[src/rtl/uart_rx_frame.sv]
// uart_rx_frame: parametrised UART receiver (configurable data bits, parity, stop bits)
// with input synchroniser, parity/framing error flags and a valid/ready holding register.
module uart_rx_frame #(
   parameter int unsigned CLKS_PER_BIT = 279,
   parameter int unsigned DATA_BITS    = 8,
   parameter int unsigned PARITY       = 0,
   parameter int unsigned STOP_BITS    = 1
) (
   input  logic                 clk,
   input  logic                 rst,
   input  logic                 din,
   input  logic                 ready,
   output logic [DATA_BITS-1:0] data_rx,
   output logic                 valid,
   output logic                 parity_err,
   output logic                 frame_err,
   output logic                 overrun,
   output logic                 busy
);

   localparam int unsigned HALF = CLKS_PER_BIT / 2;
   localparam int unsigned CW   = $clog2(CLKS_PER_BIT);
   localparam int unsigned IW   = $clog2(DATA_BITS + 1);

   localparam logic [CW-1:0] CNT_LAST      = CW'(CLKS_PER_BIT - 1);
   localparam logic [CW-1:0] CNT_HALF      = CW'(HALF - 1);
   localparam logic [IW-1:0] IDX_DATA_LAST = IW'(DATA_BITS - 1);
   localparam logic [IW-1:0] IDX_STOP_LAST = IW'(STOP_BITS - 1);

   typedef enum logic [2:0] {
      S_IDLE,
      S_START,
      S_DATA,
      S_PARITY,
      S_STOP
   } state_t;

   state_t               state, state_nxt;
   logic [CW-1:0]        cnt, cnt_nxt;
   logic [IW-1:0]        idx, idx_nxt;
   logic [DATA_BITS-1:0] shreg, shreg_nxt;
   logic                 perr_f, perr_f_nxt;
   logic                 ferr_f, ferr_f_nxt;
   logic                 armed, armed_nxt;
   logic                 din_m, din_s;

   logic [DATA_BITS-1:0] data_rx_nxt;
   logic                 valid_nxt, parity_err_nxt, frame_err_nxt, overrun_nxt, busy_nxt;
   logic                 done_c;
   logic                 fin_ferr_c;

   // Two-flop synchroniser for the asynchronous RX line (idles high).
   always_ff @(posedge clk or negedge rst) begin
      if (!rst) begin
         din_m <= 1'b1;
         din_s <= 1'b1;
      end else begin
         din_m <= din;
         din_s <= din_m;
      end
   end

   // Next-state, datapath and output-register update.
   always_comb begin
      state_nxt      = state;
      cnt_nxt        = cnt;
      idx_nxt        = idx;
      shreg_nxt      = shreg;
      perr_f_nxt     = perr_f;
      ferr_f_nxt     = ferr_f;
      armed_nxt      = armed | din_s;
      done_c         = 1'b0;
      fin_ferr_c     = ferr_f;
      data_rx_nxt    = data_rx;
      valid_nxt      = valid;
      parity_err_nxt = parity_err;
      frame_err_nxt  = frame_err;
      overrun_nxt    = 1'b0;

      unique case (state)
         S_IDLE: begin
            cnt_nxt = '0;
            idx_nxt = '0;
            // A start needs a high line seen since the last start, so a break cannot retrigger.
            if (!din_s && armed) begin
               state_nxt  = S_START;
               armed_nxt  = 1'b0;
               perr_f_nxt = 1'b0;
               ferr_f_nxt = 1'b0;
            end
         end
         S_START: begin
            if (cnt == CNT_HALF) begin
               cnt_nxt   = '0;
               state_nxt = din_s ? S_IDLE : S_DATA;
            end else begin
               cnt_nxt = cnt + CW'(1);
            end
         end
         S_DATA: begin
            if (cnt == CNT_LAST) begin
               cnt_nxt   = '0;
               shreg_nxt = {din_s, shreg[DATA_BITS-1:1]};
               if (idx == IDX_DATA_LAST) begin
                  idx_nxt   = '0;
                  state_nxt = (PARITY != 0) ? S_PARITY : S_STOP;
               end else begin
                  idx_nxt = idx + IW'(1);
               end
            end else begin
               cnt_nxt = cnt + CW'(1);
            end
         end
         S_PARITY: begin
            if (cnt == CNT_LAST) begin
               cnt_nxt    = '0;
               perr_f_nxt = (PARITY == 2) ? ~(^shreg ^ din_s) : (^shreg ^ din_s);
               state_nxt  = S_STOP;
            end else begin
               cnt_nxt = cnt + CW'(1);
            end
         end
         S_STOP: begin
            if (cnt == CNT_LAST) begin
               cnt_nxt = '0;
               if (!din_s) begin
                  ferr_f_nxt = 1'b1;
               end
               if (idx == IDX_STOP_LAST) begin
                  idx_nxt    = '0;
                  state_nxt  = S_IDLE;
                  done_c     = 1'b1;
                  fin_ferr_c = ferr_f | ~din_s;
               end else begin
                  idx_nxt = idx + IW'(1);
               end
            end else begin
               cnt_nxt = cnt + CW'(1);
            end
         end
         default: begin
            state_nxt = S_IDLE;
            cnt_nxt   = '0;
            idx_nxt   = '0;
         end
      endcase

      // Holding register: a completing frame wins over a simultaneous handshake.
      if (done_c) begin
         if (!valid || ready) begin
            data_rx_nxt    = shreg_nxt;
            parity_err_nxt = perr_f_nxt;
            frame_err_nxt  = fin_ferr_c;
            valid_nxt      = 1'b1;
         end else begin
            overrun_nxt = 1'b1;
         end
      end else if (valid && ready) begin
         valid_nxt      = 1'b0;
         parity_err_nxt = 1'b0;
         frame_err_nxt  = 1'b0;
      end

      busy_nxt = (state_nxt != S_IDLE);
   end

   // State, datapath and output registers.
   always_ff @(posedge clk or negedge rst) begin
      if (!rst) begin
         state      <= S_IDLE;
         cnt        <= '0;
         idx        <= '0;
         shreg      <= '0;
         perr_f     <= 1'b0;
         ferr_f     <= 1'b0;
         armed      <= 1'b1;
         data_rx    <= '0;
         valid      <= 1'b0;
         parity_err <= 1'b0;
         frame_err  <= 1'b0;
         overrun    <= 1'b0;
         busy       <= 1'b0;
      end else begin
         state      <= state_nxt;
         cnt        <= cnt_nxt;
         idx        <= idx_nxt;
         shreg      <= shreg_nxt;
         perr_f     <= perr_f_nxt;
         ferr_f     <= ferr_f_nxt;
         armed      <= armed_nxt;
         data_rx    <= data_rx_nxt;
         valid      <= valid_nxt;
         parity_err <= parity_err_nxt;
         frame_err  <= frame_err_nxt;
         overrun    <= overrun_nxt;
         busy       <= busy_nxt;
      end
   end

endmodule

[config.mk]
export PLATFORM = sky130hd
export DESIGN_NAME = uart_rx_frame
export DESIGN_NICKNAME = d
export VERILOG_FILES = /design/src/rtl/uart_rx_frame.sv
export SDC_FILE = /design/constraint.sdc
export NUM_CORES = 1
export LEC_CHECK = 0
export CORE_MARGIN = 1.5
export CORE_UTILIZATION = 31
export DETAILED_ROUTE_END_ITERATION = 12
export DONT_BUFFER_PORTS = 1
export PLACE_DENSITY = 0.45
export SLEW_MARGIN = 20
export SYNTH_ARGS = -nofsm -noshare
export SYNTH_HDL_FRONTEND = slang
export SYNTH_SLANG_ARGS = --single-unit
[constraint.sdc]
create_clock -name clk -period 2.25 [get_ports clk]
set_input_delay 0.3375 -clock clk [delete_from_list [all_inputs] [get_ports clk]]
set_output_delay 0.3375 -clock clk [all_outputs]
set_load 0.02 [all_outputs]
# After elaboration in Yosys (flattened, before gate mapping)
# Index checks and enable logic that the tools add are counted.
# totals
register_bits,42
out_inout_bits,13
in_bits,4
word_cells,94
# classes
n_reduce_logical,17
bitwise_logic,5
eq_ne,12
n_addsub,2
mux,43
# ops
operator,n
$mux 1,22
$mux 3,7
$mux 9,2
$pmux 9 s2,1
$mux 4,4
$mux 8,2
$pmux 3 s5,1
$pmux 4 s3,1
$add 9x1->9 const B,1
$eq 9x8->1 const B,1
$eq 9x9->1 const B,1
$ne 2x2->1 const B,4
$reduce_xor 8->1,1
$eq 3x2->1 const B,2
$add 4x1->4 const B,1
$eq 4x3->1 const B,1
$logic_not 4->1,1
$pmux 1 s2,2
$reduce_and 2->1,2
$reduce_and 4->1,1
$reduce_bool 2->1,2
$eq 3x1->1 const B,1
$eq 3x3->1 const B,1
$logic_not 3->1,1
other kinds (12),16

# Logic depth before layout (Yosys ltp)
# depth
word_depth,7
ltp_mapped,8
ltp_nobuf,7

# Worst setup path before layout
# OpenSTA, ideal clock, no wires.
# synth_timing
kind,register to register
from,reg cnt[0]
to,reg data_rx[0]
synth_period_minus_slack_ns,2.006
path_buffers,1
arrival_time_ns,1.881
path_slack_ns,0.244
path_stages_with_launch,9
cell_sequence,dfrtp_1 inv_1 ha_1 nor3b_1 and3b_2 and2_4 buf_6 mux2_4 mux2_2
# synth_between
word_cells_on_any_way,6
# synth_rtl
element,line_no,text
"start, declared",39,"logic [CW-1:0] cnt, cnt_nxt;"
"start signal, assigned",185,cnt <= cnt_nxt;
$eq 9x9->1,101,if (cnt == CNT_LAST) begin
$mux 8,101,
$mux 8,80,unique case (state)
named net shreg_nxt[0],41,"logic [DATA_BITS-1:0] shreg, shreg_nxt;"
"end signal, assigned",191,data_rx <= data_rx_nxt;
"end, declared",13,"output logic [DATA_BITS-1:0] data_rx,"
# The timed path passes the listed nets, and every way through them passes these cells.
# A chain may end at the register's enable or synchronous reset.

# Worst setup path after layout
# layout_timing
from,reg cnt[1]
to,reg data_rx[6]
# The elaborated chain is that of the path after synthesis.

==> flow_metrics.env <==
export IMPL_clock_latency_ns=0.29
export IMPL_initial_core_util_pct=31.8
export IMPL_setup_tns_final_ns=0
export IMPL_r2r_cells=6
export IMPL_hp_class="in -> reg"
export IMPL_ys_ff_latch=42
export IMPL_syn_to_final_growth_pct=11.2
export IMPL_layout_drive_gt1_share_pct=20.8
export IMPL_rr_startpoint="cnt[1]$_DFF_PN0_"
export IMPL_hold_viol=0
export IMPL_grt_pass1_vias=1285
export IMPL_fill_cells=636
export IMPL_root_buffer="clkbuf_8"
export IMPL_p_total_mw=1.59
export IMPL_post_cts_setup_buffers=0
export IMPL_wl_per_cell_um=13.6
export IMPL_cp_required_ns=2.43
export IMPL_wl_mm=3.54
export IMPL_cp_max_fo=8
export IMPL_io_pins=17
export IMPL_fp_dieW_um=83.5
export IMPL_slowest_delay_ns=0.42
export IMPL_holdPathEnd="din_m$_DFF_PN1_"
export IMPL_synth_distinct_cells=43
export IMPL_via_per_inst=4.90
export IMPL_path_class="reg -> reg"
export IMPL_hold_path_cell_count=0
export IMPL_vias=1274
export IMPL_antenna_found_initial=0
export IMPL_fin_ws_ns=0.207
export IMPL_drtIter0Drc=88
export IMPL_dieArea_um2=6970
export IMPL_relSlewSlack_pct=62.3
export IMPL_synth_edf_count=0
export IMPL_cpMaxStageDelayCell="dfrtp_1"
export IMPL_cts_tree="built"
export IMPL_postSynthCellCount=174
export IMPL_r2r_end="data_rx[6]$_DFFE_PN0P_"
export IMPL_ys_flop_type="dfrtp_1"
export IMPL_overflow=0
export IMPL_crit_buf_inv=0
export IMPL_ys_warn_count=0
export IMPL_cellPowerDensity_nw_per_um2=711
export IMPL_hpwl_mm=2.46
export IMPL_whs_ns=0.0372
export IMPL_period_share_pct=90.8
export IMPL_outcome="finished clean"
export IMPL_cp_start_kind="register"
export IMPL_drv_slew=0
export IMPL_synth_area_um2=2010
export IMPL_ant_nets=0
export IMPL_p_leak_nw=0.992
export IMPL_worstHoldStart="din"
export IMPL_timing_worst_slew_pin_value_ns=0.563
export IMPL_critical_path_cell_chain="ha_1, nor3b_2, and3b_2, and2_4, mux2_4, mux2_2"
export IMPL_rows=29
export IMPL_portBuffers=0
export IMPL_grt_pass1_wl_mm=5.98
export IMPL_dr_pass1_iters=4
export IMPL_period_minus_slack_ns=2.04
export IMPL_cts_made_buffers=5
export IMPL_r2r_slack_ns=0.21
export IMPL_cap_violations=0
export IMPL_fmax_ghz=0.490
export IMPL_critPathArrivalTime_ns=2.22
export IMPL_cts_sinks=42
export IMPL_ys_seq_area_share_pct=52.5
export IMPL_place_ws_ns=0.0714
export IMPL_grt_max_degree=43
export IMPL_synth_avg_cell_area_um2=11.5
export IMPL_core_area_um2=6310
export IMPL_die_h_um=83.5
export IMPL_drc=0
export IMPL_rsz0062_at_grt="no"
export IMPL_setup_viol=0
export IMPL_skew_ns=0.00554
export IMPL_max_clock_path_buffers=2
export IMPL_dp_cells=250
export IMPL_h_tree_depth=2
export IMPL_fin_nets=190
export IMPL_irDropWorstVdd_mv=0.330
export IMPL_crit_family="simple AND/OR/NAND/NOR gates"
export IMPL_endpoint_kind="register"
export IMPL_stdcell_count=260
export IMPL_clkTransAtPathRegs_ns=0.08
export IMPL_async_flop_share_pct=100
export IMPL_grt_total_usage_pct=10.8
export IMPL_gp_congestion=0.757
export IMPL_antennaDiodeCount=0
export IMPL_syn_nets=182
## Yosys cell counts, types with 2 or more instances
master    number  share of area, %
nand3_1        7               1.7
nand4_1        4               1.2
buf_2          2              0.50
mux2_4         8               6.0
inv_1          5              0.93
nand2b_1       5               1.6
dfrtp_1       39                49
nor3b_1        3               1.1
o211ai_1       2              0.75
ha_1           4               2.5
nand2_1       15               2.8
o21ai_0       11               2.7
buf_6          2               1.1
dfstp_2        3               3.9
nor2_1        13               2.4
mux2_2         8               4.5
xnor2_1        8               3.5
xor2_1         7               3.1
a21oi_1        2              0.50
nor2b_1        3              0.93
## power by group
group          internal [mW]  switching, mW  total, mW
combinational          0.101          0.112      0.213
clock                  0.248          0.250      0.498
sequential             0.811         0.0671      0.878
## final cells by class
| class | instances | area, um^2 | share of cell area, % |
|---|---|---|---|
| well taps | 77 | 96.3 | 4.31 |
| flip-flops and latches | 42 | 1050 | 47.2 |
| clock buffers | 7 | 86.3 | 3.86 |
| repair buffers | 6 | 60.1 | 2.69 |
| clock inverters | 1 | 5.00 | 0.224 |
| multi-input cells | 122 | 913 | 40.9 |
| inverters | 5 | 18.8 | 0.840 |
## cell families after synthesis
logic type                 synth area share, %
muxes                                     11.0
and+or+nand+nor                           18.0
DFF                                       52.5
xor gates and xnor gates                  6.54
buffers and inverters                     2.74
adders and majority gates                 2.49
AOI/OAI and AO/OA                         6.79
## flip-flops by register name (all words and copies together) (netlist names)
name and cells:
idx 4, din_s 1, din_m 1, data_rx 8, shreg 8, ferr_f 1
overrun 1, busy 1, perr_f 1, cnt 9, armed 1, state 3
frame_err 1, valid 1, parity_err 1
## how the worst max path moves through the flow
| stage | startpoint | endpoint | slack, ns | cells after the start |
|---|---|---|---|---|
| finish | cnt[1]$_DFF_PN0_ | data_rx[6]$_DFFE_PN0P_ | 0.21 | 6 |
| global route | cnt[0]$_DFF_PN0_ | data_rx[3]$_DFFE_PN0P_ | 0.07 | 7 |
| CTS | cnt[1]$_DFF_PN0_ | data_rx[2]$_DFFE_PN0P_ | 0.05 | 6 |
| detailed placement | cnt[1]$_DFF_PN0_ | data_rx[2]$_DFFE_PN0P_ | 0.07 | 6 |
| global placement | cnt[0]$_DFF_PN0_ | data_rx[6]$_DFFE_PN0P_ | 0.16 | 7 |
| floorplan | cnt[0]$_DFF_PN0_ | data_rx[0]$_DFFE_PN0P_ | 0.24 | 8 |
## per-layer routing
layer  global-route usage, %  up-vias  share of wire (%)
met1                    14.0      623                 49
met2                    16.9       19                 45
li1                        -      625                  -
met3                    3.46        7                4.1
met4                    4.47        0                1.7
met5                       0        -                  0
## cells in the final DEF (no fill, tap or decap), types with 6 or more instances in the layout
master | netlist | final
dfrtp_1 | 39 | 39
clkbuf_8 | 0 | 6
mux2_2 | 8 | 8
nand3_1 | 7 | 7
xor2_1 | 7 | 7
nand2_1 | 15 | 15
nor2_1 | 13 | 13
o21ai_0 | 11 | 11
xnor2_1 | 8 | 8
mux2_4 | 8 | 8
## through the flow
step           cell area [um^2]  utilization [%]
5_1_grt                    2230             35.4
3_5_place_dp               2100             33.3
2_1_floorplan              2010                -
6_report                   2230             35.4
3_3_place_gp               2100             33.3
4_1_cts                    2220             35.2
## timing repair
| action | 4_1_cts | 5_1_grt |
|---|---|---|
| hold buffers | 2 | 0 |
| resized for setup | 0 | 2 |
| endpoints found under the setup margin | 0 | 9 |
| hold endpoints to repair | 42 | 0 |
No activity file was read; power rests on OpenSTA's default activity.
